[src/rtl/sr_latch_driver_pkg.sv]
// Shared types and limits for the SR latch driver.
// Holds the FSM state enum, counter width and legal parameter ranges.
package sr_pkg;

    typedef enum logic [1:0] {
        ST_IDLE   = 2'd0,
        ST_PULSE  = 2'd1,
        ST_SETTLE = 2'd2,
        ST_CHECK  = 2'd3
    } sr_state_e;

    localparam int CNT_W = 4;

    localparam int PULSE_W_MIN = 1;
    localparam int PULSE_W_MAX = 15;
    localparam int SETTLE_MIN  = 0;
    localparam int SETTLE_MAX  = 15;

endpackage

[src/rtl/sr_latch_driver_if.sv]
// Command/latch interface of the SR latch driver; dbg_state mirrors the FSM.
// req_valid/req_ready: a command transfers on a rising edge where both are high.
interface sr_latch_driver_if;
    import sr_pkg::*;

    logic      req_valid;
    logic      req_level;
    logic      req_ready;
    logic      s;
    logic      r;
    logic      q_fb;
    logic      busy;
    logic      done;
    logic      err;
    logic      level;
    sr_state_e dbg_state;

    modport master (
        output req_valid, req_level, q_fb,
        input  req_ready, s, r, busy, done, err, level, dbg_state
    );

    modport slave (
        input  req_valid, req_level, q_fb,
        output req_ready, s, r, busy, done, err, level, dbg_state
    );

endinterface

[src/rtl/sr_latch_driver.sv]
// Drives s/r of a NOR SR latch with width-controlled, mutually exclusive pulses.
// Define SR_VERIFY_EN to compare latch readback in CHECK and raise a sticky err.
module sr_latch_driver
    import sr_pkg::*;
#(
    parameter int PULSE_W = 2,
    parameter int SETTLE  = 2
) (
    input  logic               clk,
    input  logic               rst,
    sr_latch_driver_if.slave   bus
);

    if (PULSE_W < PULSE_W_MIN || PULSE_W > PULSE_W_MAX) begin : g_bad_pulse_w
        $error("sr_latch_driver: PULSE_W out of range 1..15");
    end
    if (SETTLE < SETTLE_MIN || SETTLE > SETTLE_MAX) begin : g_bad_settle
        $error("sr_latch_driver: SETTLE out of range 0..15");
    end

    localparam logic [CNT_W-1:0] PULSE_LOAD  = CNT_W'(PULSE_W - 1);
    localparam logic [CNT_W-1:0] SETTLE_LOAD = (SETTLE > 0) ? CNT_W'(SETTLE - 1) : '0;
    localparam logic [CNT_W-1:0] CNT_ONE     = CNT_W'(1);

    sr_state_e        r_state;
    logic [CNT_W-1:0] r_cnt;
    logic             r_tgt;
    logic             r_s;
    logic             r_r;
    logic             r_done;
    logic             r_err;
    logic             r_level;
    logic             r_ready;
    logic             r_busy;

    always_ff @(posedge clk) begin
        if (rst) begin
            r_state <= ST_IDLE;
            r_cnt   <= '0;
            r_tgt   <= 1'b0;
            r_s     <= 1'b0;
            r_r     <= 1'b0;
            r_done  <= 1'b0;
            r_err   <= 1'b0;
            r_level <= 1'b0;
            r_ready <= 1'b1;
            r_busy  <= 1'b0;
        end else begin
            r_done <= 1'b0;
            case (r_state)
                ST_IDLE: begin
                    if (bus.req_valid) begin
                        r_tgt   <= bus.req_level;
                        r_level <= bus.req_level;
                        r_cnt   <= PULSE_LOAD;
                        // s and r are complementary here, so never both high.
                        r_s     <= bus.req_level;
                        r_r     <= ~bus.req_level;
                        r_ready <= 1'b0;
                        r_busy  <= 1'b1;
                        r_state <= ST_PULSE;
                    end
                end
                ST_PULSE: begin
                    if (r_cnt == '0) begin
                        r_s <= 1'b0;
                        r_r <= 1'b0;
                        if (SETTLE > 0) begin
                            r_cnt   <= SETTLE_LOAD;
                            r_state <= ST_SETTLE;
                        end else begin
                            r_state <= ST_CHECK;
                        end
                    end else begin
                        r_cnt <= r_cnt - CNT_ONE;
                    end
                end
                ST_SETTLE: begin
                    if (r_cnt == '0) begin
                        r_state <= ST_CHECK;
                    end else begin
                        r_cnt <= r_cnt - CNT_ONE;
                    end
                end
                ST_CHECK: begin
`ifdef SR_VERIFY_EN
                    if (bus.q_fb != r_tgt) begin
                        r_err <= 1'b1;
                    end
`endif
                    r_done  <= 1'b1;
                    r_ready <= 1'b1;
                    r_busy  <= 1'b0;
                    r_state <= ST_IDLE;
                end
                default: begin
                    r_s     <= 1'b0;
                    r_r     <= 1'b0;
                    r_ready <= 1'b1;
                    r_busy  <= 1'b0;
                    r_state <= ST_IDLE;
                end
            endcase
        end
    end

    assign bus.req_ready = r_ready;
    assign bus.s         = r_s;
    assign bus.r         = r_r;
    assign bus.busy      = r_busy;
    assign bus.done      = r_done;
    assign bus.err       = r_err;
    assign bus.level     = r_level;
    assign bus.dbg_state = r_state;

endmodule

[src/flat_wrapper.sv]
// flat-port wrapper written by rule: the top's interface ports become plain ports
module sr_latch_driver_flat import sr_pkg::*;
#(
    parameter int PULSE_W = 2,
    parameter int SETTLE  = 2
)
  (clk, rst, bus_req_valid, bus_req_level, bus_q_fb, bus_req_ready, bus_s, bus_r, bus_busy, bus_done, bus_err, bus_level, bus_dbg_state);
  sr_latch_driver_if bus_i ();
  input  logic clk;
  input  logic rst;
  input wire logic [$bits(bus_i.req_valid)-1:0] bus_req_valid;
  input wire logic [$bits(bus_i.req_level)-1:0] bus_req_level;
  input wire logic [$bits(bus_i.q_fb)-1:0] bus_q_fb;
  output wire logic [$bits(bus_i.req_ready)-1:0] bus_req_ready;
  output wire logic [$bits(bus_i.s)-1:0] bus_s;
  output wire logic [$bits(bus_i.r)-1:0] bus_r;
  output wire logic [$bits(bus_i.busy)-1:0] bus_busy;
  output wire logic [$bits(bus_i.done)-1:0] bus_done;
  output wire logic [$bits(bus_i.err)-1:0] bus_err;
  output wire logic [$bits(bus_i.level)-1:0] bus_level;
  output wire logic [$bits(bus_i.dbg_state)-1:0] bus_dbg_state;
  assign bus_i.req_valid = bus_req_valid;
  assign bus_i.req_level = bus_req_level;
  assign bus_i.q_fb = bus_q_fb;
  assign bus_req_ready = bus_i.req_ready;
  assign bus_s = bus_i.s;
  assign bus_r = bus_i.r;
  assign bus_busy = bus_i.busy;
  assign bus_done = bus_i.done;
  assign bus_err = bus_i.err;
  assign bus_level = bus_i.level;
  assign bus_dbg_state = bus_i.dbg_state;
  sr_latch_driver #(.PULSE_W(PULSE_W), .SETTLE(SETTLE)) u_core (.clk(clk), .rst(rst), .bus(bus_i));
endmodule
[config.mk]
export PLATFORM = sky130hd
export DESIGN_NAME = sr_latch_driver_flat
export DESIGN_NICKNAME = d
export VERILOG_FILES = /design/src/rtl/sr_latch_driver_pkg.sv /design/src/rtl/sr_latch_driver_if.sv /design/src/rtl/sr_latch_driver.sv /design/src/flat_wrapper.sv
export SDC_FILE = /design/constraint.sdc
export NUM_CORES = 1
export LEC_CHECK = 0
export CORE_UTILIZATION = 52
export DETAILED_ROUTE_END_ITERATION = 10
export PLACE_DENSITY = 0.86
export SLEW_MARGIN = 40
export SYNTH_ARGS = -nofsm -noshare
export SYNTH_HDL_FRONTEND = slang
export SYNTH_SLANG_ARGS = --single-unit
[constraint.sdc]
create_clock -name clk -period 4.9 [get_ports clk]
set_input_delay 0.98 -clock clk [delete_from_list [all_inputs] [get_ports clk]]
set_output_delay 0.98 -clock clk [all_outputs]
set_load 0.01 [all_outputs]
==> qor.yml <==
outcome:
  status: "finished clean"
flow_run:
  drv_cap: 0
logic_synthesis:
  synthFlopType: "dfxtp_1"
  synth-async-reset-ratio: 0
  yosys.area.top_type_share: 0.3549
  synthTopCellsByArea: "dfxtp_1 35%, ha_1 11%, a21oi_1 5.9%"
  netlist_area_um2: 676.9
  ys_seq_area_frac: 0.3549
  synth_edf_count: 0
  yosys.area.top_type: "dfxtp_1"
  syn_inst: 77
  syn_area_per_cell_um2: 8.791
  synth_fp_nets: 88
  ys_ff_latch: 12
  synth_cell_types: 27
  ys_warn_count: 0
die:
  start_util: 0.5855
  pin_count: 14
  fp.dieW_um: 38.08
  core_um2: 1156
  num_rows: 12
  design.die.area_um2: 1450
  die_height_um: 38.08
global_routing:
  met2_usage: 0.3729
  grtUsageMet1: 0.2842
  grt_overflow: 0
  track_usage: 0.2335
  met3_usage: 0.1047
  grt.busiest_layer: "met2"
  antenna_found_initial: 0
  grt_first_pass_wirelength_mm: 2.297
  grt_max_degree: 13
  grt_pass1_vias: 514
route:
  drt-total-wl_mm: 1.330
  ant_nets: 0
  firstDrtPassIters: 4
  drtIter0Drc: 13
  post_drt_via_cell_ratio: 5.931
  route.detailed.drc: 0
  wl_per_cell_um: 13.04
  vias: 605
clock_tree:
  cts_tree: "built"
  insertion_delay_ps: 280
  cts_resized: 0
  cts_sinks: 12
  numCtsBuffers: 3
  post_cts_buffers: 0
  htreeDepth: 1
  clk_root_buffer_cell: "clkbuf_4"
  ctsHoldBuffers: 0
  clk_pin_slew_ps: 70
  clockBufferDepth: 2
pwr:
  powerDensity_nw_per_um2: 617.4
  ir_drop_uv: 319.4
  power_leakage_nw: 0.3035
critical_path:
  cp-start-kind: "primary input"
  worstSetupEndpointType: "register"
  path_class: "in2reg"
  cp_max_fo: 6
  required_ps: 5050
  crit_arrival_ps: 2410
cells_and_area:
  n_antenna_cell: 0
  post-route-util: 0.6775
  area_growth_pct: 15.71
  n_fill_cell: 103
  finalNetCount: 101
  drive_above_1_share: 0.05682
  final_cells: 102
timing:
  maxSlewViolCount: 0
  whs_ps: 459.1
  setup_viol: 0
  slew_headroom: 0.6182
  worst_pin_slew_ps: 564.8
  period_share: 0.4608
  post-route-min-period_ps: 2258
  skew_ps: 7.954
  rsz0062_at_grt: "false"
  max_freq_ghz: 0.4429
  hold_violations: 0
  fin_setup_tns_ps: 0
place:
  dp_cells: 99
  port_buffers: 11
  gp_congestion: 0.8713
  hpwl_um: 967.8
hold_path:
  hp-class: "reg2reg"
registers in the layout, summed over array words and instances (netlist names):
name,cells
u_core.bus.busy,1
u_core.bus.dbg_state,2
u_core.bus.done,1
u_core.bus.level,1
u_core.bus.r,1
u_core.bus.req_ready,1
u_core.bus.s,1
u_core.r_cnt,4
path summary, 6_finish.rpt:
path | startpoint | endpoint | slack, ps | depth (start not counted)
max | bus_req_valid | u_core.r_cnt[3] | 2640 | 5
min | u_core.bus.s | u_core.bus.s | 460 | 2
max reg2reg | u_core.bus.dbg_state[0] | u_core.r_cnt[3] | 3010 | 6
min reg2reg | u_core.bus.s | u_core.bus.s | 460 | 2
layer usage:
| metal | up-vias | share of wire | wire length (µm) |
|---|---|---|---|
| met4 | 0 | 0.0060 | 8 |
| met3 | 2 | 0.069 | 92 |
| met1 | 282 | 0.44 | 587 |
| met2 | 26 | 0.48 | 642 |
| met5 | - | 0 | 0 |
| li1 | 295 | - | - |
cell usage after synthesis (all sizes together) (2+ instances only):
cell type / instances
nor2b: 2
a211oi: 3
nor4b: 2
ha: 6
inv: 4
a21oi: 9
mux2i: 2
nor3: 7
dfxtp: 12
nor2: 8
o21ai: 2
nand2: 6
cells by family (layout without fill, tap and decap cells):
family,after synthesis,after routing,synth area share
compound gates,18,18,0.1719
other cells,1,1,0.005540
buf+inv,7,18,0.08687
fa+ha+maj,6,6,0.1109
simple gates,31,31,0.2403
flops,12,12,0.3549
mux,2,2,0.02958
worst max-delay path, stage by stage:
cell and delay (ps):
clkdlybuf4s50_1 550, nor2b_1 110, a211oi_1 460, o311a_1 260, nor3_1 50
per-stage QoR:
stage          worst slack (ps)  cell area (µm²)  power [mW]
2_1_floorplan              3022            676.9      0.3810
3_3_place_gp               2400            760.7      0.4145
3_5_place_dp               2376            760.7      0.4216
4_1_cts                    2652            783.3      0.4831
5_1_grt                    2501            783.3      0.5271
6_report                   2642            783.3      0.4835
cells in the final DEF (no fill, tap or decap), types with 2 or more instances in the layout:
| master | synthesis | final |
|---|---|---|
| a21oi_1 | 8 | 8 |
| mux2i_1 | 2 | 2 |
| clkbuf_4 | 0 | 3 |
| nor2b_1 | 2 | 2 |
| ha_1 | 6 | 6 |
| nor3_1 | 7 | 7 |
| nor2_1 | 8 | 8 |
| o21ai_0 | 2 | 2 |
| clkdlybuf4s50_1 | 0 | 11 |
| inv_1 | 4 | 4 |
| nand2_1 | 6 | 6 |
| a211oi_1 | 3 | 3 |
| dfxtp_1 | 12 | 12 |
| nor4b_1 | 2 | 2 |
report_power, final:
part	total, mW	leakage [nW]	switching [mW]	internal (mW)
Combinational	0.277	0.191	0.151	0.126
Clock	0.0605	0.0138	0.0320	0.0285
Sequential	0.146	0.0984	0.0217	0.124
Total	0.484	0.304	0.204	0.279
final cells by class:
class	instances	area [µm²]	area share
timing repair buffer	11	110.1	0.1406
clock buffer	3	22.52	0.02875
tap	14	17.52	0.02236
sequential	12	240.2	0.3067
inverter	4	15.01	0.01917
multi-input combinational	58	377.9	0.4824
(Power assumes the default switching activity.)
